### src/rtl/sd_loader_pkg.sv
// Shared types and constants for the SD-card sector loader.
package sd_loader_pkg;

  localparam int BytesPerSector = 512;
  localparam int BytesPerWord   = 4;

  localparam logic [2:0] ReadNone  = 3'b000;
  localparam logic [2:0] ReadWord  = 3'b111;
  localparam logic [1:0] WriteNone = 2'b00;
  localparam logic [1:0] WriteWord = 2'b11;

  typedef enum logic [2:0] {
    ST_IDLE,
    ST_CMD,
    ST_SETTLE,
    ST_POLL,
    ST_BYTE,
    ST_WRITE,
    ST_DONE
  } state_t;

endpackage

### src/rtl/sd_loader_packer.sv
// Packs sector bytes into a little-endian 32-bit word; first byte lands in bits [7:0].
module sd_loader_packer
  import sd_loader_pkg::*;
(
  input  logic        clk,
  input  logic        rst_n,
  input  logic        clear,
  input  logic        shift_en,
  input  logic [7:0]  byte_in,
  output logic [31:0] word,
  output logic        full
);

  logic [2:0] count;

  // Shifting in from the top leaves byte 0 in the low lane after four shifts.
  always_ff @(posedge clk or negedge rst_n) begin
    if (!rst_n) begin
      word  <= '0;
      count <= '0;
    end else if (clear) begin
      word  <= '0;
      count <= '0;
    end else if (shift_en) begin
      word  <= {byte_in, word[31:8]};
      count <= count + 3'd1;
    end
  end

  assign full = (count == 3'(BytesPerWord));

endmodule

### src/rtl/sd_loader.sv
// Boot loader: copies 512-byte SD sectors into RAM through the CPU-side client port.
// Optional build macro SD_LOADER_CHECKSUM_EN adds a running sum of all written words.
module sd_loader
  import sd_loader_pkg::*;
#(
  parameter int                         AddressBitWidth         = 32,
  parameter int                         DataBitWidth            = 32,
  parameter logic [AddressBitWidth-1:0] AddressSDCardBusy       = 32'hffff_fff0,
  parameter logic [AddressBitWidth-1:0] AddressSDCardReadSector = 32'hffff_ffec,
  parameter logic [AddressBitWidth-1:0] AddressSDCardNextByte   = 32'hffff_ffe8,
  parameter int                         CommandSettleCycles     = 2
) (
  input  logic                       clk,
  input  logic                       rst_n,
  input  logic                       start,
  input  logic [31:0]                start_sector,
  input  logic [15:0]                sector_count,
  input  logic [AddressBitWidth-1:0] dest_address,
  output logic                       active,
  output logic                       done,
  output logic                       mem_enable,
  output logic [2:0]                 mem_read_type,
  output logic [1:0]                 mem_write_type,
  output logic [AddressBitWidth-1:0] mem_address,
  output logic [DataBitWidth-1:0]    mem_data_out,
  input  logic [DataBitWidth-1:0]    mem_data_in,
  input  logic                       mem_data_in_ready,
  input  logic                       mem_busy
`ifdef SD_LOADER_CHECKSUM_EN
  ,
  output logic [31:0]                checksum
`endif
);

  localparam logic [7:0] SettleLast = 8'(CommandSettleCycles - 1);

  state_t                     state;
  logic [31:0]                sector;
  logic [15:0]                remaining;
  logic [AddressBitWidth-1:0] cur_addr;
  logic [9:0]                 byte_idx;
  logic [7:0]                 settle_cnt;

  logic        start_accept;
  logic        write_done;
  logic        pk_shift;
  logic        pk_clear;
  logic [31:0] pk_word;
  logic        pk_full;

  assign start_accept = ((state == ST_IDLE) || (state == ST_DONE)) && start;
  assign write_done   = (state == ST_WRITE) && mem_enable && !mem_busy;
  assign pk_shift     = (state == ST_BYTE) && mem_enable;
  assign pk_clear     = write_done || start_accept;

  sd_loader_packer u_packer (
    .clk      (clk),
    .rst_n    (rst_n),
    .clear    (pk_clear),
    .shift_en (pk_shift),
    .byte_in  (mem_data_in[7:0]),
    .word     (pk_word),
    .full     (pk_full)
  );

  // Each bus state spends one cycle with mem_enable low before issuing, which
  // guarantees the idle gap between back-to-back transactions.
  always_ff @(posedge clk or negedge rst_n) begin
    if (!rst_n) begin
      state          <= ST_IDLE;
      active         <= 1'b0;
      done           <= 1'b0;
      mem_enable     <= 1'b0;
      mem_read_type  <= ReadNone;
      mem_write_type <= WriteNone;
      mem_address    <= '0;
      mem_data_out   <= '0;
      sector         <= '0;
      remaining      <= '0;
      cur_addr       <= '0;
      byte_idx       <= '0;
      settle_cnt     <= '0;
    end else begin
      case (state)
        ST_IDLE, ST_DONE: begin
          if (start) begin
            sector    <= start_sector;
            remaining <= sector_count;
            cur_addr  <= dest_address;
            byte_idx  <= '0;
            if (sector_count == 16'd0) begin
              state  <= ST_DONE;
              active <= 1'b0;
              done   <= 1'b1;
            end else begin
              state  <= ST_CMD;
              active <= 1'b1;
              done   <= 1'b0;
            end
          end
        end

        ST_CMD: begin
          if (!mem_enable) begin
            mem_enable     <= 1'b1;
            mem_write_type <= WriteWord;
            mem_address    <= AddressSDCardReadSector;
            mem_data_out   <= sector;
          end else if (!mem_busy) begin
            mem_enable     <= 1'b0;
            mem_write_type <= WriteNone;
            settle_cnt     <= '0;
            state          <= ST_SETTLE;
          end
        end

        ST_SETTLE: begin
          if (settle_cnt == SettleLast) begin
            state <= ST_POLL;
          end else begin
            settle_cnt <= settle_cnt + 8'd1;
          end
        end

        ST_POLL: begin
          if (!mem_enable) begin
            mem_enable    <= 1'b1;
            mem_read_type <= ReadWord;
            mem_address   <= AddressSDCardBusy;
          end else if (!mem_busy && mem_data_in_ready) begin
            mem_enable    <= 1'b0;
            mem_read_type <= ReadNone;
            if (mem_data_in == '0) begin
              byte_idx <= '0;
              state    <= ST_BYTE;
            end
          end
        end

        // The card pops a byte on every enabled cycle, so the read is never held.
        ST_BYTE: begin
          if (!mem_enable) begin
            mem_enable    <= 1'b1;
            mem_read_type <= ReadWord;
            mem_address   <= AddressSDCardNextByte;
          end else begin
            mem_enable    <= 1'b0;
            mem_read_type <= ReadNone;
            byte_idx      <= byte_idx + 10'd1;
            if (byte_idx[1:0] == 2'd3) state <= ST_WRITE;
          end
        end

        ST_WRITE: begin
          if (!mem_enable) begin
            if (pk_full) begin
              mem_enable     <= 1'b1;
              mem_write_type <= WriteWord;
              mem_address    <= cur_addr;
              mem_data_out   <= pk_word;
            end
          end else if (!mem_busy) begin
            mem_enable     <= 1'b0;
            mem_write_type <= WriteNone;
            cur_addr       <= cur_addr + AddressBitWidth'(4);
            if (byte_idx != 10'(BytesPerSector)) begin
              state <= ST_BYTE;
            end else begin
              sector    <= sector + 32'd1;
              remaining <= remaining - 16'd1;
              if (remaining != 16'd1) begin
                state <= ST_CMD;
              end else begin
                state  <= ST_DONE;
                active <= 1'b0;
                done   <= 1'b1;
              end
            end
          end
        end

        default: state <= ST_IDLE;
      endcase
    end
  end

`ifdef SD_LOADER_CHECKSUM_EN
  always_ff @(posedge clk or negedge rst_n) begin
    if (!rst_n) begin
      checksum <= '0;
    end else if (start_accept) begin
      checksum <= '0;
    end else if (write_done) begin
      checksum <= checksum + mem_data_out[31:0];
    end
  end
`endif

endmodule

### config.mk
export PLATFORM = sky130hd
export DESIGN_NAME = sd_loader
export DESIGN_NICKNAME = d
export VERILOG_FILES = /design/src/rtl/sd_loader_pkg.sv /design/src/rtl/sd_loader_packer.sv /design/src/rtl/sd_loader.sv
export SDC_FILE = /design/constraint.sdc
export NUM_CORES = 1
export LEC_CHECK = 0
export BUFFER_PORTS_ARGS = -buffer_cell sky130_fd_sc_hd__buf_2
export CAP_MARGIN = 20
export CORE_MARGIN = 1.5
export CORE_UTILIZATION = 30
export CTS_CLUSTER_DIAMETER = 30
export DETAILED_ROUTE_END_ITERATION = 8
export GPL_ROUTABILITY_DRIVEN = 0
export PLACE_DENSITY_LB_ADDON = 0.25
export SETUP_SLACK_MARGIN = 0.5
export SYNTH_ARGS = -nofsm -noshare
export SYNTH_HDL_FRONTEND = slang
export SYNTH_SLANG_ARGS = --single-unit
export TNS_END_PERCENT = 30
### constraint.sdc
create_clock -name clk -period 3.8 [get_ports clk]
set_input_delay 0 -clock clk [delete_from_list [all_inputs] [get_ports clk]]
set_output_delay 0 -clock clk [all_outputs]
set_load 0.03 [all_outputs]
Word level (Yosys, flattened, before mapping)
Cells that the tools add are included.
Storage, ports and cells
  logic and storage cells: 166
  output and inout bits: 72
  bits in registers: 208
  bits of input ports: 117
Operators by class
  equality and inequality tests: 32
  add/subtract/negate cells: 6
  reduce and logical (&&, ||, !) cells: 29
  muxes and demuxes: 84
Operator list (count)
  2-to-1 mux 32 bit: 17
  one-hot mux 32 bit (2 select lines): 3
  one-hot mux 32 bit (4 select lines): 1
  2-to-1 mux 16 bit: 4
  2-to-1 mux 3 bit: 19
  2-to-1 mux 10 bit: 5
  != test 2 bit (second input constant): 18
  adder 32 x 1 -> 32 bit (second input constant): 1
  adder 32 x 3 -> 32 bit (second input constant): 1
  zero test 32 bit: 1
  one-hot mux 16 bit (2 select lines): 1
  one-hot mux 10 bit (3 select lines): 1
  2-to-1 mux 8 bit: 3
  2-to-1 mux 1 bit: 19
  one-hot mux 3 bit (6 select lines): 1
  AND reduction 6 bit: 3
  zero test 16 bit: 1
  != test 16 x 1 -> 1 bit (second input constant): 1
  one-hot mux 8 bit (2 select lines): 1
  subtractor 16 x 1 -> 16 bit (second input constant): 1
  equality test 3 bit (second input constant): 4
  AND reduction 4 bit: 3
  AND reduction 11 bit: 1
  adder 10 x 1 -> 10 bit (second input constant): 1
  other kinds (24): 40

Depth between registers and ports, before layout
Gate-level depths: netlist of the first run.
  word-level depth: 6
  depth in mapped cells: 9
  gate-level depth less buffers: 7

By module
From an unflattened synthesis of the first run, not the netlist that was laid out.
Second synthesis, totals
  cells, all modules: 1247
  area total of the unflattened synthesis: 10919.2 µm²
Modules (own cells, without submodules)
  sd_loader: sequential area each 4254.1 µm², area an instance 9416.5 µm², times used 1, cells an instance 1128
  sd_loader_packer: sequential area each 875.8 µm², area an instance 1502.7 µm², times used 1, cells an instance 119

Worst setup path after synthesis of the first run
Ideal clock, no wire load.
  kind: register -> register
  start point: register settle_cnt[1]
  end point: register state[0]
  setup time: 0.141 ns
  buffers on the path: 0
  path slack: 1.891 ns
  arrival: 1.768 ns
  required time: 3.659 ns
  stages on the path, launching flop included: 8
  clock period less this slack: 1.909 ns
  path through: dfrtp_1 -> inv_1 -> ha_1 -> or4b_1 -> o211ai_1 -> nor4b_2 -> and2_1 -> a31oi_1
Between the ends
  longest elaborated chain between the ends: 3
Ends and longest elaborated chain
  start: declaration: line sd_loader.sv:42  | logic [7:0] settle_cnt;
  start signal: assignment: line sd_loader.sv:121  | settle_cnt <= settle_cnt + 8'd1;
  equality test 8 x 1 -> 1 bit: line sd_loader.sv:118  | if (settle_cnt == SettleLast) begin
  != test 2 bit (no source line)
  AND reduction 11 bit (no source line)
  end signal: assignment: line sd_loader.sv:113  | state <= ST_SETTLE;
  end signal: assignment: line sd_loader.sv:119  | state <= ST_POLL;
  end signal: assignment: line sd_loader.sv:135  | state <= ST_BYTE;
  end: declaration: line sd_loader.sv:37  | state_t state;
No other way between the ends.
A chain may end at the register's enable or synchronous reset.

Final worst setup path of the first run
  start point: register state[0]
  end point: register sector[31]
Between the ends
  longest elaborated chain between the ends: 4
  elaborated cells on any way between the ends: 11
  those cells by class: 6 x eq/ne; 1 x mux; 4 x reduce/logical
Ends and longest elaborated chain
  start signal: assignment: line sd_loader.sv:70  | state <= ST_IDLE;
  start signal: assignment: line sd_loader.sv:92  | state <= ST_DONE;
  start signal: assignment: line sd_loader.sv:96  | state <= ST_CMD;
  equality test 3 bit or zero test 3 bit (tied branches): line sd_loader.sv:84  | case (state)
  OR reduction 2 bit: line sd_loader.sv:84
  != test 2 bit (no source line) or nonzero test 2 bit (tied branches)
  AND reduction 5 bit (no source line)
  end signal: assignment: line sd_loader.sv:87  | sector <= start_sector;
  end signal: assignment: line sd_loader.sv:169  | sector <= sector + 32'd1;
  end: declaration: line sd_loader.sv:38  | logic [31:0] sector;
Several ways; a longest one is shown, not always the timed one.

==> impl_metrics.tcl, run 1 <==
set metrics [dict create \
    status "finished clean" \
    synth_top_area_share_pct 46.7 \
    design_area_sq_um 15200 \
    drt_iter0_drc 639 \
    power_switching_mw 5.51 \
    die_w_microns 194 \
    grt_pass1_vias 10700 \
    port-buffer-count 188 \
    ant_nets 0 \
    hold_viol 0 \
    cts-buffers-inserted 55 \
    critPathArrivalTime_ps 3570 \
    setup_viol 0 \
    synth_edf_count 0 \
    synth-seq-cells 205 \
    ys_warn_count 0 \
    wirelength_microns 36100 \
    num_vias 10900 \
    hold_path_depth 5 \
    grt_antenna_before_repair 0 \
    remaining_drc_errors 0 \
    crit_fanout 44 \
    rr_endpoint "sector[31]$_DFFE_PN0P_" \
    viasPerCell 5.28 \
    irDropWorstVdd_mv 0.394 \
    start_util_pct 30.7 \
    pwr-share-comb_pct 33.8 \
    yosys_most_used_dff "dfrtp_1" \
    grt-ovfl-total 0 \
    n_antenna_cell 0 \
    core_area_sq_um 35800 \
    async_flop_share_pct 100 \
    cts_setup_buffers 0 \
    min_from "start" \
    hold_path.class "input port to flop" \
    multi_input_comb_area_sq_um 5380 \
    nets 1680 \
    path_class "flop to flop" \
    synth_area_per_cell_sq_um 8.52 \
    root_buffer "clkbuf_16" \
    grt_pass1_wl_microns 58200 \
    netlist_top_cells_area "dfrtp_1 (47%), nand2_1 (7.9%), a21oi_1 (5.3%)" \
    pwr-share-seq_pct 30.6 \
    tritoncts "done" \
    die-area_sq_um 37800 \
    pwr-share-clk_pct 35.6 \
    place_inst 1862 \
    timing.rr.start "state[0]$_DFFE_PN0P_" \
    cp_slowest_cell "dfrtp_1" \
    fillers 3512 \
    startpoint_type "flop" \
    finalClockSkew_ps 41.1 \
    reg2reg_slack_ps 720 \
    netlist_instances 1291 \
    cts_htree_levels 2 \
    drv_cap 0 \
    worstPathCellList "and3b_4 > a2bb2oi_2 > buf_4 > a21o_1 > buf_4 > or4b_1 > nand3_1" \
    cts.sinks 205 \
    p_int_mw 8.27 \
    fin_setup_tns_ps 0 \
    grt_max_degree 146 \
    drtPass1Iterations 5 \
    drive_gt1_share_pct 20.3 \
    report.final.slew_viol_count 0 \
    seq_area_sq_um 5130 \
    ys_types 71 \
    wl_per_cell_microns 17.6 \
    critPathRequiredTime_ps 4290 \
    hpwl_microns 23900 \
    worstSkewPairLatency_ps 590 \
    cpMostUsedCell "buf_4" \
    clkTransAtPathRegs_ps 50 \
    synth_seq_area_share_pct 46.7 \
    p_leak_nw 6.56 \
    switching_share_pct 40.0 \
    timing.fmax_mhz 324 \
    gr-usage-all-layers_pct 18.9 \
    cts_buffer_depth 3 \
    critPathCaptureType "flop" \
    hold_path_end "cur_addr[0]$_DFFE_PN0P_" \
    hold_slack_ps 132 \
    reg2reg_depth 7 \
    dpl_cell_area_sq_um 12300 \
    die_height_microns 194 \
    final_cells 2059 \
    powerDensity_nw_per_um2 904 \
    tightest_slew_ps 1080 \
    slew-limit-headroom_pct 28.3 \
    synthToLayoutAreaGrowth_pct 38.6 \
    synth_area_sq_um 11000 \
    io_pins 189 \
    fin_crit_sh_pct 81.1 \
    ctsResizeCount 0 \
    syn_nets 1418 \
    rows 69 \
    synth_top_area_cell "dfrtp_1" \
    cp_slowest_stage_delay_ps 740 \
    finalCriticalPeriod_ps 3080 \
    rsz0062_at_grt "false" \
]
metal layers:
layer,global-route usage (%),wire length (microns)
met2,30.2,16800
met5,0,0
met1,25.3,16200
met3,3.70,2140
met4,7.09,1040
worst max path at each step:
stage / depth (start not counted) / endpoint / slack, ps / start
after floorplan: 7 / state[0]$_DFFE_PN0P_ / 1890 / settle_cnt[1]$_DFFE_PN0P_
after global placement: 6 / sector[2]$_DFFE_PN0P_ / 820 / state[0]$_DFFE_PN0P_
after detailed placement: 6 / sector[2]$_DFFE_PN0P_ / 750 / state[0]$_DFFE_PN0P_
after CTS: 6 / sector[2]$_DFFE_PN0P_ / 740 / state[0]$_DFFE_PN0P_
after global routing: 7 / sector[31]$_DFFE_PN0P_ / 560 / state[0]$_DFFE_PN0P_
final: 7 / sector[31]$_DFFE_PN0P_ / 720 / state[0]$_DFFE_PN0P_
synth_stat cells, types with 11 or more instances:
master / instances
a21oi_1: 116
a22oi_1: 11
a2bb2oi_1: 11
a31oi_1: 46
and3_1: 18
buf_2: 42
clkbuf_1: 35
dfrtp_1: 205
inv_1: 21
nand2_1: 232
nand3_1: 35
nand4_1: 27
nor2_1: 119
nor3_1: 18
nor4_1: 21
o211ai_1: 11
o21ai_0: 108
o22ai_1: 21
o31ai_1: 17
cell families (layout without fill, tap and decap cells):
family / Yosys count / in the layout / share of synthesized area [%]
DFF: 205 / 205 / 46.7
AOI/OAI and AO/OA: 415 / 416 / 23.4
muxes: 3 / 3 / 0.273
and+or+nand+nor: 534 / 534 / 23.1
buffers and inverters: 116 / 422 / 4.81
xor gates and xnor gates: 8 / 8 / 0.637
adders and majority gates: 10 / 10 / 1.14
power by group through the flow:
stage                     Combinational, mW  Sequential, mW  Clock, mW
final                                  4.66            4.22       4.90
after global routing                   5.17            4.37       5.12
after CTS                              4.67            4.21       4.98
after detailed placement               4.58            4.21          0
after global placement                 4.52            4.19          0
after floorplan                        2.78            4.55          0
flip-flops by register name, summed over array words and instances (netlist names), 3 cells and up:
| signal | cells |
|---|---|
| cur_addr | 32 |
| mem_address | 32 |
| mem_data_out | 32 |
| sector | 32 |
| u_packer.word | 32 |
| remaining | 16 |
| byte_idx | 10 |
| settle_cnt | 8 |
| state | 3 |
| u_packer.count | 3 |
what timing repair did:
item	CTS	global route
endpoints found under the hold margin	180	0
hold buffers	93	0
endpoints found under the setup margin	0	1
cell type report:
cell class,instances,share of cell area (%)
Clock inverter,22,2.53
Sequential cell,205,33.7
Clock buffer,80,10.6
Tap cell,461,3.79
Inverter,22,0.542
Multi-Input combinational cell,971,35.3
Timing Repair Buffer,298,13.5
per-stage QoR:
stage,power (mW),setup slack [ps],utilization [%]
after CTS,13.9,736,42.4
after floorplan,7.33,1890,-
after global routing,14.7,559,42.5
after global placement,8.71,823,34.2
after detailed placement,8.80,749,34.2
final,13.8,717,42.5
placed cells by master (no fill, tap or decap), drive strengths merged, types with 6 or more instances in the layout:
| cell type | count |
|---|---|
| dlygate4sd3 | 93 |
| o2bb2ai | 7 |
| o211ai | 11 |
| nand2b | 7 |
| o31ai | 17 |
| a21oi | 120 |
| bufinv | 8 |
| nor2b | 6 |
| o21ai | 109 |
| inv | 22 |
| and3 | 18 |
| o32ai | 6 |
| clkinv | 14 |
| a22oi | 11 |
| a211oi | 7 |
| dfrtp | 205 |
| a31oi | 46 |
| o22ai | 21 |
| xor2 | 7 |
| nor4 | 26 |
| a2bb2oi | 12 |
| o22a | 6 |
| a22o | 6 |
| and2 | 11 |
| nand4 | 29 |
| clkbuf | 81 |
| nand2 | 232 |
| nor3 | 18 |
| nand3 | 35 |
| nor2 | 119 |
| buf | 204 |
| ha | 10 |
| and4 | 8 |
critical path, delay by kind of cell, from the launching register on:
family	cells	cell delay (ps)
simple gates	3	1330
flops	1	740
buf+inv	2	530
compound gates	2	400
(Power assumes the default switching activity.)
==> run 2, diff against run 1 <==
ABC_AREA = 1   (was not set)
clock period = 3.2 ns   (was 3.8 ns; I/O delays follow)
==> run 2 against run 1 <==
Compared with the run above:
- core utilization fell by 0.91 points
- wire length rose by 5.9%
- synthesized cell count rose by 32%
- clock power rose by 16%
- worst setup slack improved by 38 ps
- critical endpoint is now u_packer.word[26]$_DFFE_PN0P_
- largest cell class unchanged
- largest power group is now combinational logic
==> impl_metrics.tcl, run 2 <==
set metrics [dict create \
    rsz0062_at_grt "false" \
    powerDensity_nw_per_um2 993 \
    status "finished clean" \
    hold_viol 0 \
    worstPathCellList "inv_1 > nand2_1 > nand2_1 > nor2_2 > nand2_2 > nand2_4 > inv_1 > nand2_1 > buf_4 > o22ai_1" \
    grt-ovfl-total 0 \
    crit_fanout 26 \
    synth_top_area_share_pct 43.5 \
    num_vias 12000 \
    root_buffer "clkbuf_16" \
    ant_nets 0 \
    synth_top_cells_by_count "nand2_1 (549), nor2_1 (260), dfrtp_1 (205), inv_1 (158), nand3_1 (123)" \
    p_int_mw 9.50 \
    synth_area_per_cell_sq_um 6.95 \
    netlist_instances 1698 \
    die-area_sq_um 40500 \
    wirelength_microns 38300 \
    ys_types 42 \
    drt_iter0_drc 688 \
    reg2reg_depth 10 \
    critPathRequiredTime_ps 3630 \
    cts_htree_levels 2 \
    cpLargestDelayFamily "simple AND/OR/NAND/NOR gates" \
    final_common_cell "nand2_1" \
    synth_edf_count 0 \
    setup_viol 0 \
    die_w_microns 201 \
    die_height_microns 201 \
    hold_path.class "input port to async pin" \
    switching_share_pct 40.7 \
    dpl_cell_area_sq_um 13200 \
    worstSetupStartpoint "state[2]$_DFFE_PN0P_" \
    cp_num_cells 10 \
    drive_gt1_share_pct 16.7 \
    timing.critical_path.buf_inv 3 \
    critPathArrivalTime_ps 2880 \
    yosys_most_used_dff "dfrtp_1" \
    critPathCaptureType "flop" \
    synth_seq_area_share_pct 43.5 \
    gr-usage-all-layers_pct 18.8 \
    remaining_drc_errors 0 \
    multi_input_comb_area_sq_um 5740 \
    finalCriticalPeriod_ps 2440 \
    power_switching_mw 6.51 \
    grt_antenna_before_repair 0 \
    io_pins 189 \
    rows 72 \
    timing.rr.start "state[2]$_DFFE_PN0P_" \
    cts_hold_buffers 95 \
    finalClockSkew_ps 12.4 \
    worstSkewPairLatency_ps 570 \
    fin_util_pct 41.6 \
    cts_setup_buffers 0 \
    fillers 3980 \
    port-buffer-count 188 \
    synth_most_common_cell "nand2_1" \
    viasPerCell 4.73 \
    nets 2110 \
    pwr-share-seq_pct 29.1 \
    p_leak_nw 7.70 \
    seq_area_sq_um 5130 \
    synth_top_area_cell "dfrtp_1" \
    irDropWorstVdd_mv 0.485 \
    synth_area_sq_um 11800 \
    ys_warn_count 0 \
    synth-seq-cells 205 \
    core_area_sq_um 38700 \
    start_util_pct 30.5 \
    tightest_slew_ps 976 \
    crit_end "u_packer.word[26]$_DFFE_PN0P_" \
    pwr-share-clk_pct 35.4 \
    design_area_sq_um 16100 \
    drtPass1Iterations 6 \
    fin_setup_tns_ps 0 \
    cp_slowest_stage_delay_ps 500 \
    grt_max_degree 95 \
    slew-limit-headroom_pct 34.9 \
    layout_common_cells "nand2_1 (549), nor2_1 (260), dfrtp_1 (205), buf_2 (187), inv_1 (158)" \
    cts-buffers-inserted 51 \
    startpoint_type "flop" \
    cts_buffer_depth 3 \
    fin_crit_sh_pct 76.4 \
    ctsResizeCount 0 \
    hold_slack_ps 62.0 \
    hpwl_microns 26600 \
    syn_nets 1825 \
    tritoncts "done" \
    cpMostUsedCell "nand2_1" \
    timing.fmax_mhz 409 \
    grt_pass1_vias 11500 \
    path_class "flop to flop" \
    grt_pass1_wl_microns 61300 \
    report.final.slew_viol_count 0 \
    rr_endpoint "u_packer.word[26]$_DFFE_PN0P_" \
    async_flop_share_pct 100 \
    drv_cap 0 \
    synthToLayoutAreaGrowth_pct 36.6 \
    cts.sinks 205 \
    wl_per_cell_microns 15.0 \
    reg2reg_slack_ps 760 \
    netlist_top_cells_area "dfrtp_1 (43%), nand2_1 (17%), nor2_1 (8.3%)" \
    cp_slowest_cell "dfrtp_1" \
    pwr-share-comb_pct 35.5 \
    clkTransAtPathRegs_ps 40 \
]
==> run 2: final cells by class <==
class	instances	share of cell area [%]
Clock buffer	72	9.34
Antenna cell	2	0.0310
Tap cell	518	4.02
Clock inverter	22	2.42
Sequential cell	205	31.8
Multi-Input combinational cell	1263	35.6
Timing Repair Buffer	299	12.9
Inverter	163	3.81
==> run 2: worst min path at each step <==
stage               startpoint                          to  slack [ps]  cells past startpoint
floorplan                rst_n          active$_DFFE_PN0P_        -300                      0
global placement         rst_n     cur_addr[8]$_DFFE_PN0P_         -20                      1
detailed placement       rst_n     cur_addr[8]$_DFFE_PN0P_         -20                      1
CTS                      rst_n  mem_address[5]$_DFFE_PN0P_          40                      3
global route             rst_n  mem_address[5]$_DFFE_PN0P_          70                      3
finish                   rst_n     cur_addr[8]$_DFFE_PN0P_          60                      3
==> run 2: cell families after synthesis <==
logic type,count (synthesis),share of synthesized area (%)
muxes,2,0.191
AOI/OAI and AO/OA,197,9.36
and+or+nand+nor,1033,36.4
xor gates and xnor gates,21,1.56
DFF,205,43.5
buffers and inverters,230,8.00
adders and majority gates,10,1.06
==> run 2: per-layer routing <==
metal	vias up	track usage, %	part of all wire, %
met3	57	2.93	4.9
met1	5640	25.5	46
met4	0	5.84	2.0
met5	-	0	0
li1	6021	-	-
met2	315	30.9	47
==> run 2: power by group through the flow <==
| stage | clock [mW] | sequential [mW] | combinational, mW |
|---|---|---|---|
| after floorplan | 0 | 5.18 | 3.35 |
| after global placement | 0 | 4.66 | 5.52 |
| after detailed placement | 0 | 4.68 | 5.58 |
| after CTS | 5.76 | 4.66 | 5.73 |
| after global routing | 5.91 | 4.83 | 6.40 |
| final | 5.66 | 4.66 | 5.69 |
==> run 2: tightest hold or removal path, delay by kind of cell <==
family / cells / cell delay (ps)
buffers and inverters: 3 / 980
==> run 2: metrics by stage <==
stage	instances	power (mW)	worst slack (ps)
5_1_grt	2542	17.1	550
2_1_floorplan	1698	8.53	1460
3_5_place_dp	2352	10.3	582
6_report	2544	16.0	755
3_3_place_gp	2352	10.2	677
4_1_cts	2541	16.1	528
==> run 3, diff against run 2 <==
clock period = 2.3 ns   (was 3.2 ns; I/O delays follow)
==> run 3 against run 2 <==
Compared with the run above:
- core utilization is 3.7 points higher
- count of clock-buffer cells in the layout is 2 lower
- fmax is 31% higher
- worst hold slack worse by 79 ps
- cell count is 3.5% higher
- highest routed layer unchanged
- clock skew is 15 ps higher
- the flow now finishes with violations (hold timing)
- die area stayed put
- wire length is 12% higher
- clock power is 51% higher
- combinational power is 73% higher
- non-clock buffer count is 74 higher
==> impl_metrics.tcl, run 3 (synthesis gave the netlist of run 2 again) <==
set metrics [dict create \
    p_leak_nw 8.32 \
    grt_pass1_vias 11900 \
    cts-buffers-inserted 58 \
    nets 2195 \
    multi_input_comb_area_sq_um 6030 \
    cts.sinks 205 \
    rows 72 \
    drtPass1Iterations 5 \
    rsz0062_at_grt "true" \
    report.final.slew_viol_count 0 \
    total_power_mw 24.9 \
    start_util_pct 30.5 \
    port-buffer-count 188 \
    grt_pass1_wl_microns 62400 \
    io_pins 189 \
    die_w_microns 201 \
    powerDensity_nw_per_um2 1420 \
    fin_setup_tns_ps 0 \
    path_class "flop to flop" \
    rr_endpoint "mem_data_out[19]$_DFFE_PN0P_" \
    final_common_cell "nand2_1" \
    fillers 3910 \
    setup_slack_ps 431 \
    tritoncts "done" \
    reg2reg_slack_ps 430 \
    slew-limit-headroom_pct 64.4 \
    clkTransAtPathRegs_ps 50 \
    remaining_drc_errors 0 \
    pre_cts_slack_ps 140 \
    gr-usage-all-layers_pct 19.1 \
    drv_cap 0 \
    finalCriticalPeriod_ps 1870 \
    drt_iter0_drc 765 \
    viasPerCell 4.78 \
    status "finished, violations left" \
    die-area_sq_um 40500 \
    design_area_sq_um 17600 \
    violations "hold timing" \
    layout_common_cells "nand2_1 (538), nor2_1 (242), dfrtp_1 (199), buf_2 (188), inv_1 (153)" \
    cts_htree_levels 2 \
    grt-ovfl-total 0 \
    crit_fanout 16 \
    die_height_microns 201 \
    critPathRequiredTime_ps 2760 \
    reg2reg_depth 10 \
    seq_area_sq_um 5140 \
    hold_path.class "input port to async pin" \
    wirelength_microns 42900 \
    hold_viol 15 \
    timing.rr.start "state[0]$_DFFE_PN0P_" \
    timing.fmax_mhz 535 \
    num_vias 12600 \
    critPathCaptureType "flop" \
    finalClockSkew_ps 27.3 \
    drive_gt1_share_pct 22.7 \
    root_buffer "clkbuf_16" \
    core_area_sq_um 38700 \
    worstSkewPairLatency_ps 600 \
    tightest_slew_ps 535 \
    dpl_cell_area_sq_um 13400 \
    synthToLayoutAreaGrowth_pct 48.8 \
    irDropWorstVdd_mv 0.682 \
    setup_viol 0 \
    fin_crit_sh_pct 81.3 \
    ant_nets 0 \
    hpwl_microns 27200 \
    grt_antenna_before_repair 0 \
    wl_per_cell_microns 16.3 \
    critPathArrivalTime_ps 2330 \
    cts_buffer_depth 3 \
    hold_slack_ps -16.5 \
    startpoint_type "flop" \
    grt_max_degree 65 \
]
[run 3: power breakdown]
group          leakage, nW  total (mW)  switching [mW]  internal, mW
sequential            2.50        6.49            1.44          5.05
combinational         4.82        9.85            6.17          3.68
clock                 1.00        8.55            2.61          5.94
total                 8.32        24.9            10.2          14.7
[run 3: metal layers]
layer / vias up / global-route usage, % / routed length, microns / share of wire (%)
met5: - / 0 / 0 / 0
met4: 0 / 5.68 / 905 / 2.1
met3: 65 / 3.00 / 2210 / 5.1
met2: 359 / 32.3 / 20800 / 48
met1: 5954 / 25.1 / 19000 / 44
li1: 6217 / - / - / -
[run 3: worst max-delay path by stage]
| stage | from | to | depth (start not counted) |
|---|---|---|---|
| floorplan | mem_enable$_DFFE_PN0N_ | u_packer.word[10]$_DFFE_PN0P_ | 7 |
| global placement | state[1]$_DFFE_PN0P_ | sector[11]$_DFFE_PN0P_ | 11 |
| detailed placement | state[1]$_DFFE_PN0P_ | sector[6]$_DFFE_PN0P_ | 10 |
| CTS | state[0]$_DFFE_PN0P_ | byte_idx[0]$_DFFE_PN0P_ | 7 |
| global route | state[0]$_DFFE_PN0P_ | sector[6]$_DFFE_PN0P_ | 10 |
| finish | state[0]$_DFFE_PN0P_ | mem_data_out[19]$_DFFE_PN0P_ | 10 |
[run 3: repair_timing]
item / 4_1_cts / 5_1_grt
endpoints found under the hold margin: 302 / 0
pin swaps: 4 / 14
buffers inserted: 8 / 39
cloned: 1 / 19
endpoints found under the setup margin: 187 / 190
hold buffers: 93 / 0
gates resized for setup: 25 / 85
[run 3: worst max-delay path: stages, from the launching register on]
cell,delay [ps]
dfrtp_2,450
inv_2,100
nor2_4,250
nand2_8,130
nor2_4,130
buf_4,140
nor2_4,40
buf_6,140
clkbuf_16,180
nor2_1,110
a31oi_1,50
[run 3: through the flow]
step,instances,util (%)
global placement,2366,34.5
CTS,2575,42.8
detailed placement,2366,34.5
global route,2633,45.3
finish,2634,45.3
floorplan,1698,-
[run 3: layout make-up]
cell class	instances	area share, %
multi-input combinational	1267	34.3
sequential	205	29.2
timing repair buffer	373	17.2
clock buffer	70	8.80
tap	518	3.69
inverter	163	3.63
clock inverter	37	3.07
antenna	1	0.0142
